## src/rtl/fifo_mem_prog_if.sv

```systemverilog
// Handshake/status bundle for fifo_mem_prog: the master side drives writes, pops and
// error clears; the slave side (the FIFO) returns read data, occupancy and flags.
interface fifo_mem_prog_if #(
  parameter int DATA_WIDTH = 16,
  parameter int DEPTH      = 16
);
  localparam int LW = $clog2(DEPTH) + 1;

  logic                  wr_en;
  logic [DATA_WIDTH-1:0] wr_data;
  logic                  par_inj;
  logic                  rd_en;
  logic                  clr_err;
  logic [DATA_WIDTH-1:0] rd_data;
  logic                  rd_valid;
  logic                  full;
  logic                  empty;
  logic                  almost_full;
  logic                  almost_empty;
  logic [LW-1:0]         level;
  logic                  overflow;
  logic                  underflow;
  logic                  parity_err;

  modport master (
    output wr_en, wr_data, par_inj, rd_en, clr_err,
    input  rd_data, rd_valid, full, empty, almost_full, almost_empty,
           level, overflow, underflow, parity_err
  );

  modport slave (
    input  wr_en, wr_data, par_inj, rd_en, clr_err,
    output rd_data, rd_valid, full, empty, almost_full, almost_empty,
           level, overflow, underflow, parity_err
  );
endinterface

```

## src/rtl/fifo_mem_prog.sv

```systemverilog
// Synchronous FIFO with fill level, almost flags, FWFT option and sticky error flags.
// Define FIFO_MEM_PARITY_EN to store and check an even-parity bit per entry.
module fifo_mem_prog #(
  parameter int DATA_WIDTH = 16,
  parameter int DEPTH      = 16,
  parameter int AF_LEVEL   = DEPTH - 2,
  parameter int AE_LEVEL   = 2,
  parameter int FWFT       = 0
) (
  input logic           clk,
  input logic           rst_n,
  fifo_mem_prog_if.slave bus
);
  localparam int AW = $clog2(DEPTH);
  localparam int LW = AW + 1;
`ifdef FIFO_MEM_PARITY_EN
  localparam int MW = DATA_WIDTH + 1;
`else
  localparam int MW = DATA_WIDTH;
`endif
  localparam logic [LW-1:0] FULL_LVL = LW'(DEPTH);
  localparam logic [LW-1:0] AF_LVL   = LW'(AF_LEVEL);
  localparam logic [LW-1:0] AE_LVL   = LW'(AE_LEVEL);

  logic [MW-1:0] mem [DEPTH];
  logic [AW-1:0] wr_ptr;
  logic [AW-1:0] rd_ptr;
  logic [LW-1:0] level_q;
  logic          full_w;
  logic          empty_w;
  logic          rd_acc;
  logic          wr_acc;
  logic          overflow_q;
  logic          underflow_q;
  logic [MW-1:0] wr_entry;
  logic [MW-1:0] head;

  assign full_w  = (level_q == FULL_LVL);
  assign empty_w = (level_q == '0);

  // A pop frees the slot, so a write into a full FIFO may proceed alongside it.
  assign rd_acc = bus.rd_en & ~empty_w;
  assign wr_acc = bus.wr_en & (~full_w | rd_acc);
  assign head   = mem[rd_ptr];

  assign bus.full         = full_w;
  assign bus.empty        = empty_w;
  assign bus.almost_full  = (level_q >= AF_LVL);
  assign bus.almost_empty = (level_q <= AE_LVL);
  assign bus.level        = level_q;
  assign bus.overflow     = overflow_q;
  assign bus.underflow    = underflow_q;

`ifdef FIFO_MEM_PARITY_EN
  logic parity_q;

  assign wr_entry       = {(^bus.wr_data) ^ bus.par_inj, bus.wr_data};
  assign bus.parity_err = parity_q;

  // Even parity over data plus stored bit must reduce to zero for a clean word.
  always_ff @(posedge clk or negedge rst_n) begin
    if (!rst_n) begin
      parity_q <= 1'b0;
    end else begin
      parity_q <= (parity_q & ~bus.clr_err) | (rd_acc & (^head));
    end
  end
`else
  logic unused_par_inj;

  assign unused_par_inj = bus.par_inj;
  assign wr_entry       = bus.wr_data;
  assign bus.parity_err = 1'b0;
`endif

  always_ff @(posedge clk) begin
    if (wr_acc) begin
      mem[wr_ptr] <= wr_entry;
    end
  end

  always_ff @(posedge clk or negedge rst_n) begin
    if (!rst_n) begin
      wr_ptr      <= '0;
      rd_ptr      <= '0;
      level_q     <= '0;
      overflow_q  <= 1'b0;
      underflow_q <= 1'b0;
    end else begin
      if (wr_acc) begin
        wr_ptr <= wr_ptr + AW'(1);
      end
      if (rd_acc) begin
        rd_ptr <= rd_ptr + AW'(1);
      end
      case ({wr_acc, rd_acc})
        2'b10:   level_q <= level_q + LW'(1);
        2'b01:   level_q <= level_q - LW'(1);
        default: level_q <= level_q;
      endcase
      // A new error event in the clearing cycle keeps its flag set.
      overflow_q  <= (overflow_q & ~bus.clr_err) | (bus.wr_en & ~wr_acc);
      underflow_q <= (underflow_q & ~bus.clr_err) | (bus.rd_en & empty_w);
    end
  end

  generate
    if (FWFT != 0) begin : g_fwft
      assign bus.rd_data  = empty_w ? '0 : head[DATA_WIDTH-1:0];
      assign bus.rd_valid = ~empty_w;
    end else begin : g_registered
      logic [DATA_WIDTH-1:0] rd_data_q;
      logic                  rd_valid_q;

      always_ff @(posedge clk or negedge rst_n) begin
        if (!rst_n) begin
          rd_data_q  <= '0;
          rd_valid_q <= 1'b0;
        end else begin
          rd_valid_q <= rd_acc;
          if (rd_acc) begin
            rd_data_q <= head[DATA_WIDTH-1:0];
          end
        end
      end

      assign bus.rd_data  = rd_data_q;
      assign bus.rd_valid = rd_valid_q;
    end
  endgenerate
endmodule

```

## src/flat_wrapper.sv

```systemverilog
// flat-port wrapper written by rule: the top's interface ports become plain ports
module fifo_mem_prog_flat 
#(
  parameter int DATA_WIDTH = 16,
  parameter int DEPTH      = 16,
  parameter int AF_LEVEL   = DEPTH - 2,
  parameter int AE_LEVEL   = 2,
  parameter int FWFT       = 0
)
  (clk, rst_n, bus_wr_en, bus_wr_data, bus_par_inj, bus_rd_en, bus_clr_err, bus_rd_data, bus_rd_valid, bus_full, bus_empty, bus_almost_full, bus_almost_empty, bus_level, bus_overflow, bus_underflow, bus_parity_err);
  fifo_mem_prog_if #(.DATA_WIDTH(DATA_WIDTH), .DEPTH(DEPTH)) bus_i ();
  input logic clk;
  input logic rst_n;
  input wire logic [$bits(bus_i.wr_en)-1:0] bus_wr_en;
  input wire logic [$bits(bus_i.wr_data)-1:0] bus_wr_data;
  input wire logic [$bits(bus_i.par_inj)-1:0] bus_par_inj;
  input wire logic [$bits(bus_i.rd_en)-1:0] bus_rd_en;
  input wire logic [$bits(bus_i.clr_err)-1:0] bus_clr_err;
  output wire logic [$bits(bus_i.rd_data)-1:0] bus_rd_data;
  output wire logic [$bits(bus_i.rd_valid)-1:0] bus_rd_valid;
  output wire logic [$bits(bus_i.full)-1:0] bus_full;
  output wire logic [$bits(bus_i.empty)-1:0] bus_empty;
  output wire logic [$bits(bus_i.almost_full)-1:0] bus_almost_full;
  output wire logic [$bits(bus_i.almost_empty)-1:0] bus_almost_empty;
  output wire logic [$bits(bus_i.level)-1:0] bus_level;
  output wire logic [$bits(bus_i.overflow)-1:0] bus_overflow;
  output wire logic [$bits(bus_i.underflow)-1:0] bus_underflow;
  output wire logic [$bits(bus_i.parity_err)-1:0] bus_parity_err;
  assign bus_i.wr_en = bus_wr_en;
  assign bus_i.wr_data = bus_wr_data;
  assign bus_i.par_inj = bus_par_inj;
  assign bus_i.rd_en = bus_rd_en;
  assign bus_i.clr_err = bus_clr_err;
  assign bus_rd_data = bus_i.rd_data;
  assign bus_rd_valid = bus_i.rd_valid;
  assign bus_full = bus_i.full;
  assign bus_empty = bus_i.empty;
  assign bus_almost_full = bus_i.almost_full;
  assign bus_almost_empty = bus_i.almost_empty;
  assign bus_level = bus_i.level;
  assign bus_overflow = bus_i.overflow;
  assign bus_underflow = bus_i.underflow;
  assign bus_parity_err = bus_i.parity_err;
  fifo_mem_prog #(.DATA_WIDTH(DATA_WIDTH), .DEPTH(DEPTH), .AF_LEVEL(AF_LEVEL), .AE_LEVEL(AE_LEVEL), .FWFT(FWFT)) u_core (.clk(clk), .rst_n(rst_n), .bus(bus_i));
endmodule
```

## config.mk

```make
export PLATFORM = sky130hd
export DESIGN_NAME = fifo_mem_prog_flat
export DESIGN_NICKNAME = d
export VERILOG_FILES = /design/src/rtl/fifo_mem_prog_if.sv /design/src/rtl/fifo_mem_prog.sv /design/src/flat_wrapper.sv
export SDC_FILE = /design/constraint.sdc
export NUM_CORES = 1
export LEC_CHECK = 0
export ABC_AREA = 1
export CORE_MARGIN = 2
export CORE_UTILIZATION = 37
export DETAILED_ROUTE_END_ITERATION = 7
export HOLD_SLACK_MARGIN = 0.15
export SLEW_MARGIN = 40
export SYNTH_ARGS = -nofsm -noshare
export SYNTH_HDL_FRONTEND = slang
export SYNTH_SLANG_ARGS = --single-unit
```

## constraint.sdc

```tcl
create_clock -name clk -period 2.4 [get_ports clk]
set_clock_uncertainty 0.2 [all_clocks]
set_input_delay 0.6 -clock clk [delete_from_list [all_inputs] [get_ports clk]]
set_output_delay 0.6 -clock clk [all_outputs]
set_load 0.02 [all_outputs]
```

Yosys cells after proc, flatten, opt, wreduce, memory -nomap -nowiden

Memory sizes are Yosys's and may differ from the RTL's. A register that Yosys moved wholly into a read port is not among the register bits.
Index checks and enable logic that the tools add are counted.

Register bits after elaboration: 16
RAM bits: 256
Bits of input ports: 22
Output and inout port bits: 29
Word-level logic and storage cells: 35
Memories kept: 1

Add/subtract/negate cells: 4
Magnitude comparators: 2
Eq/ne operators: 3
Multiplexer cells: 3
Bitwise logic cells: 13
Reduce and logical (&&, ||, !) cells: 3

Memories:

| memory     | words | bits a word | read ports | clocked after memory_dff | wr ports | line                | RTL |
|---|---|---|---|---|---|---|---|
| u_core.mem | 16    | 16          | 1          | 1                        | 1        | fifo_mem_prog.sv:25 | `logic [MW-1:0] mem [DEPTH];` |

Operator list:

| operator            | number |
|---|---|
| $pmux 5 s2          | 1 |
| $add 4x1->4 const B | 2 |
| $and 1x1->1         | 6 |
| $add 5x1->5 const B | 1 |
| $eq 5x5->1 const B  | 1 |
| $ge 5x4->1 const B  | 1 |
| $le 5x2->1 const B  | 1 |
| $logic_not 5->1     | 1 |
| $sub 5x1->5 const B | 1 |
| $not 1->1           | 4 |
| $or 1x1->1          | 3 |
| $eq 2x1->1 const B  | 1 |
| $eq 2x2->1 const B  | 1 |
| $mux 1              | 2 |
| $reduce_bool 2->1   | 1 |
| $logic_not 1->1     | 1 |

Longest topological paths before layout

Gate-level depths: netlist of run 1.

Depth after elaboration: 8
Mapped depth: 14
Depth with buffers taken out: 14

Worst setup path before layout of run 1

Ideal clock, no wire load.

Kind: flip-flop to flip-flop
From: register u_core.level_q[0] (netlist: u_core.bus.level[0])
To: memory u_core.mem[0][0] (netlist bit), enable pin
Setup time: 0.388 ns
Data arrival time: 1.916 ns
Data required time: 1.812 ns
Setup slack: -0.104 ns
Cell stages (with the launch flop): 9
Buffers on the path: 0
Period minus slack after synthesis: 2.504 ns
Cell sequence: dfrtp_1 > nor2_2 > nand3_2 > inv_2 > nand2_1 > nand2_2 > inv_2 > nand2_1 > nor2_1

Elaborated cells on any way between the ends: 9
Classes of those cells: eq/ne: 1; mux: 2; bitwise: 5; reduce/logical: 1

RTL lines:

| element                      | line                | RTL |
|---|---|---|
| from (decl)                  | fifo_mem_prog.sv:28 | `logic [LW-1:0] level_q;` |
| from (signal assigned)       | fifo_mem_prog.sv:97 | `2'b10: level_q <= level_q + LW'(1);` |
| from (signal assigned)       | fifo_mem_prog.sv:98 | `2'b01: level_q <= level_q - LW'(1);` |
| from (signal assigned)       | fifo_mem_prog.sv:99 | `default: level_q <= level_q;` |
| $eq 5x5->1                   | fifo_mem_prog.sv:38 | `assign full_w = (level_q == FULL_LVL);` |
| named net bus_full           | flat_wrapper.sv:21  | `output wire logic [$bits(bus_i.full)-1:0] bus_full;` |
| $not 1->1                    | fifo_mem_prog.sv:43 | `assign wr_acc = bus.wr_en & (~full_w \| rd_acc);` |
| $or 1x1->1                   | fifo_mem_prog.sv:43 |  |
| $and 1x1->1                  | fifo_mem_prog.sv:43 |  |
| $mux 1                       | fifo_mem_prog.sv:77 | `if (wr_acc) begin` |
| $mux 1 (not written as such) | fifo_mem_prog.sv:78 | `mem[wr_ptr] <= wr_entry;` |
| to (decl)                    | fifo_mem_prog.sv:25 |  |

The timed path passes the listed nets, and every way through them passes these cells.

Final worst setup path of run 1

From: register u_core.level_q[2] (netlist: u_core.bus.level[2])
To: output bus_empty

Cells in the longest elaborated chain, start to end: 1

Ends and longest elaborated chain:

| element         | line                | RTL |
|---|---|---|
| $logic_not 5->1 | fifo_mem_prog.sv:39 | `assign empty_w = (level_q == '0);` |
| to (decl)       | flat_wrapper.sv:22  | `output wire logic [$bits(bus_i.empty)-1:0] bus_empty;` |

Every way passes these cells.

==> flow_summary.toml, run 1 <==
[sta]
finalCritPeriodShare_pct = 98.16
setup_slack_ps = 44.24
relSlewSlack_pct = 57.00
setup_viol = 0
period_minus_slack_ps = 2356
max_freq_mhz = 424.5
rsz0062_at_grt = "true"
worstMarginPinSlew_ps = 643.1
final_max_slew_viol_count = 0
hold_viol = 0
whs_ps = 287.3

[grt]
grt.busiest_layer = "met2"
grt.met2_usage_pct = 28.48
use_met1_pct = 22.97
grt_pass1_wl_um = 46080
grt_overflow = 0
grt_pass1_vias = 8109
use_met3_pct = 1.928
antenna_found_initial = 0
grt_util_all_layers_pct = 16.95
grt_start_max_net_pins = 86

[yosys]
syn_area_um2 = 12470
synth_fp_nets = 1206
synth_cell_types = 30
yosys_warnings = 0
ys_seq_area_share_pct = 68.06
synth_seq_cells = 288
syn_inst = 1175
syn_avg_cell_area_um2 = 10.61

[drt]
drtPass1Iterations = 7
vias_per_cell = 4.720
wl_per_cell_um = 17.01
drt_iter0_markers = 549
vias = 8256
drc = 0
totalWireLength_um = 29740
ant_nets = 0

[placed_design]
place_hpwl_um = 18810
placed_cell_area_um2 = 13910
io_buffers = 48
pre_cts_ws_ps = -184.6
place.gp.congestion = 0.8060

[die]
die_y_um = 187.6
pin_count = 51
dieArea_um2 = 35190
rows = 67
start_util_pct = 37.38
core-area_um2 = 33360
die_w_um = 187.6

[setup_path]
crit_required_ps = 1600
cp_max_fo = 4
reg2reg_slack_ps = 210
worstPathArrival_ps = 1560
end_kind = "output port"
timing.rr.end = "u_core.bus.level[2]"
r2r_start = "u_core.bus.level[2]"
crit_path_end = "bus_empty"
startpoint = "u_core.bus.level[2]"
crit_type = "flip-flop to output port"
start_kind = "flip-flop"
rr_worst_depth = 12

[clock_network]
tritoncts = "yes"
path_clk_slew_ps = 60
cts.sinks = 288
cts_setup_buffers = 0
cts_root_buffer = "clkbuf_16"
numCtsBuffers = 31
clk_latency_ps = 550
ctsLongestPathBuffers = 3
htreeDepth = 1

[layout]
final_util_pct = 44.68
drive_above_1_share_pct = 13.30
area_growth_pct = 19.53
fin_area_um2 = 14910
layout.cells.most_common = "nand2_1"
layout_common_cells = "422 x nand2_1, 256 x edfxtp_1, 166 x nand3_1"
nNetsFinal = 1308
antenna-diode-count = 0

[min_path]
min-delay-start = "u_core.bus.rd_data[11]"
hold_class = "flip-flop to flip-flop"

[power_and_ir_drop]
p_leak_nw = 6.404
power_mw = 17.34
cellPowerDensity_nw_per_um2 = 1163
max-vdd-ir-drop_mv = 0.6498

[run_status]
outcome = "finished clean"

[job]
cap_violations = 0
-- cells by family after synthesis --
| logic type | count (synthesis) | share of synthesized area [%] |
|---|---|---|
| xor gates and xnor gates | 8 | 0.5618 |
| adders and majority gates | 9 | 0.9631 |
| other | 1 | 0.03007 |
| and+or+nand+nor | 615 | 20.55 |
| AOI/OAI and AO/OA | 29 | 2.127 |
| buffers and inverters | 225 | 7.715 |
| DFF | 288 | 68.06 |
-- sequential cells by signal, summed over array words and instances, names as in the netlist --
register	cells
u_core.bus.underflow	1
u_core.bus.level	5
u_core.wr_ptr	4
u_core.bus.rd_valid	1
u_core.mem	256
u_core.bus.rd_data	16
u_core.bus.overflow	1
u_core.rd_ptr	4
-- power breakdown --
group	internal [mW]	leakage, nW	switching (mW)
logic	2.10	3.23	4.19
registers	6.15	2.70	0.325
clock network	2.71	0.478	1.86
total	11.0	6.40	6.38
-- stage by stage --
| step | std cells | setup TNS (ps) |
|---|---|---|
| final | 1749 | 0 |
| after floorplan | 1175 | -19970 |
| after detailed placement | 1691 | -25490 |
| after global placement | 1691 | -24210 |
| after CTS | 1749 | 0 |
| after global routing | 1749 | -37.24 |
-- worst max-delay path, cell delays in order (launching register included) --
cell and delay, ps:
dfrtp_2 450, nor2_4 150, nand3_2 100, inv_1 60, clkdlybuf4s15_2 250
-- layout make-up --
cell class	instances	area, um^2
fill	3129	18460
sequential	288	8496
multi-input combinational	662	3075
timing repair buffer	126	1166
clock buffer	40	819.5
inverter	168	631.9
tap	448	560.5
clock inverter	17	158.9
-- worst min path at each step --
stage | to | slack [ps] | cells after the start
floorplan | u_core.bus.level[0] | 100 | 0
global placement | u_core.bus.rd_data[15] | 270 | 2
detailed placement | u_core.bus.rd_data[8] | 270 | 2
CTS | u_core.bus.level[1] | 290 | 2
global route | u_core.bus.level[0] | 300 | 2
finish | u_core.bus.rd_data[11] | 290 | 2
-- cell usage after synthesis, drive strengths merged --
library cell | number | area share (%)
buf | 48 | 2.4
conb | 1 | 0.030
fa | 1 | 0.16
o211ai | 16 | 1.6
nor2 | 20 | 0.64
a21oi | 3 | 0.12
o22ai | 2 | 0.10
edfxtp | 256 | 62
nand3 | 169 | 7.0
inv | 167 | 5.0
xor2 | 8 | 0.56
o31ai | 1 | 0.060
clkinv | 1 | 0.030
nand4 | 1 | 0.050
clkbuf | 9 | 0.27
dfrtp | 32 | 6.4
ha | 8 | 0.80
o21ai | 7 | 0.28
nand2 | 425 | 13
-- metal layers --
layer | share of wire [%] | vias up
li1 | - | 4028
met1 | 44 | 3986
met2 | 48 | 196
met3 | 4.6 | 46
met4 | 2.8 | 0
met5 | 0 | -
-- timing repair --
| action | CTS | global route |
|---|---|---|
| endpoints found under the hold margin | 32 | 0 |
| cloned | 0 | 0 |
| gates resized for setup | 25 | 8 |
| endpoints found under the setup margin | 11 | 9 |
| hold buffers | 1 | 0 |
Note: power is estimated with default switching activity, not from simulation.
==> run 2, diff against run 1 <==
- CTS_CLUSTER_SIZE: default -> 20
==> results of run 2 <==
Final layout, timing and power as in run 1 (identical DEF).
==> run 3, diff against run 2 <==
- CORE_UTILIZATION: 37 -> 55
- PLACE_DENSITY: default -> 0.76
==> run 3 against run 2 <==
Effect of this change:
- design area decreased by 2.2%
- via count increased by 1.5%
- hold slack got worse by 1.1 ps
- die area decreased by 32%
- combinational power increased by 2%
- largest power group unchanged
- core utilization increased by 20 points
- final cell count decreased by 10%
- setup slack got worse by 11 ps
- non-clock buffer count decreased by 8
- register-to-register slack about the same
==> flow_summary.toml, run 3 (synthesis results as in run 1) <==
[grt]
grt.met2_usage_pct = 40.50
grt_pass1_wl_um = 44690
grt.busiest_layer = "met2"
antenna_found_initial = 0
grt_util_all_layers_pct = 24.63
use_met3_pct = 3.222
grt_start_max_net_pins = 92
grt_pass1_vias = 8143
grt_overflow = 0
use_met1_pct = 34.11

[clock_network]
cts_root_buffer = "clkbuf_16"
htreeDepth = 1
numCtsBuffers = 29
path_clk_slew_ps = 60
ctsLongestPathBuffers = 3
tritoncts = "yes"
cts.sinks = 288
clk_latency_ps = 550

[setup_path]
rr_worst_depth = 12
cp_max_fo = 2
crit_required_ps = 1600
start_kind = "flip-flop"
path_delay_family = "buffers and inverters"
cp.buffers_inverters = 1
cp_num_cells = 1
critPathSlowestCell = "clkdlybuf4s50_1"
worstPathArrival_ps = 1570
crit_type = "flip-flop to output port"
end_kind = "output port"
path_cells = "clkdlybuf4s50_1"
slowest_delay_ps = 630

[layout]
nNetsFinal = 1298
drive_above_1_share_pct = 12.80
area_growth_pct = 16.85
layout.cells.most_common = "nand2_1"
final_cells = 1574
fin_area_um2 = 14570
layout_common_cells = "422 x nand2_1, 256 x edfxtp_1, 166 x nand3_1"
largest_register_ffs = 256
antenna-diode-count = 0
regMostFlops = "u_core.mem"

[sta]
hold_viol = 0
relSlewSlack_pct = 50.18
finalCritPeriodShare_pct = 98.59
worstMarginPinSlew_ps = 745.0
rsz0062_at_grt = "true"
max_freq_mhz = 422.6
final_max_slew_viol_count = 0
setup_viol = 0
period_minus_slack_ps = 2366
fin_tns_setup_ps = 0

[die]
pin_count = 51
rows = 55
dieArea_um2 = 23900
start_util_pct = 55.59
core-area_um2 = 22430
die_y_um = 154.6
die_w_um = 154.6

[drt]
totalWireLength_um = 28910
drc = 0
ant_nets = 0
wl_per_cell_um = 18.37
drt_iter0_markers = 823
drtPass1Iterations = 5
vias_per_cell = 5.325
vias = 8381

[power_and_ir_drop]
p_leak_nw = 6.293
cellPowerDensity_nw_per_um2 = 1171
max-vdd-ir-drop_mv = 0.9946
power_mw = 17.07

[placed_design]
place_inst = 1517
io_buffers = 48
place.gp.congestion = 0.8633
place_hpwl_um = 17890
placed_cell_area_um2 = 13650

[run_status]
outcome = "finished clean"

[min_path]
min_delay_path_depth = 2
hold_class = "flip-flop to flip-flop"

[job]
cap_violations = 0
run 3: final timing paths:
path / start / endpoint / slack (ps)
worst max-delay path: u_core.bus.rd_data[9] / bus_rd_data[9] / 30
worst min-delay path: u_core.bus.rd_data[8] / u_core.bus.rd_data[8] / 290
worst max register to register: u_core.bus.level[2] / u_core.bus.level[3] / 200
worst min register to register: u_core.bus.rd_data[8] / u_core.bus.rd_data[8] / 290
max in group asynchronous: rst_n / u_core.rd_ptr[0] / 1280
min in group asynchronous: rst_n / u_core.bus.rd_data[2] / 360
run 3: layout make-up:
class	count	area, um^2
tap	285	356.6
multi-input combinational	662	3080
fill	1661	7860
inverter	168	631.9
clock inverter	13	86.33
sequential	288	8497
clock buffer	40	797.0
timing repair buffer	118	1125
run 3: metrics by stage:
stage               util (%)  setup slack (ps)  hold WS [ps]
floorplan                  -            -104.0         104.4
global placement       60.85            -167.9         267.6
detailed placement     60.85            -177.8         269.6
CTS                    64.82             4.364         288.4
global route           64.96            -30.13         305.4
finish                 64.96             33.74         286.2
run 3: timing repair:
action,4_1_cts,5_1_grt
hold buffers,1,0
pin swaps,0,0
setup buffers,0,3
endpoints found under the setup margin,9,5
resized for setup,25,6
hold endpoints to repair,32,0
run 3: power breakdown:
part	internal, mW	leakage [nW]	switching, mW	total, mW
logic	2.16	3.16	4.23	6.39
registers	6.15	2.70	0.315	6.47
clock network	2.41	0.434	1.80	4.21
run 3: routing by layer:
layer	wire length, um	vias up	share of wire [%]
met2	14030	316	49
met5	0	-	0
li1	-	4013	-
met1	11980	3983	41
met4	967	0	3.3
met3	1938	69	6.7
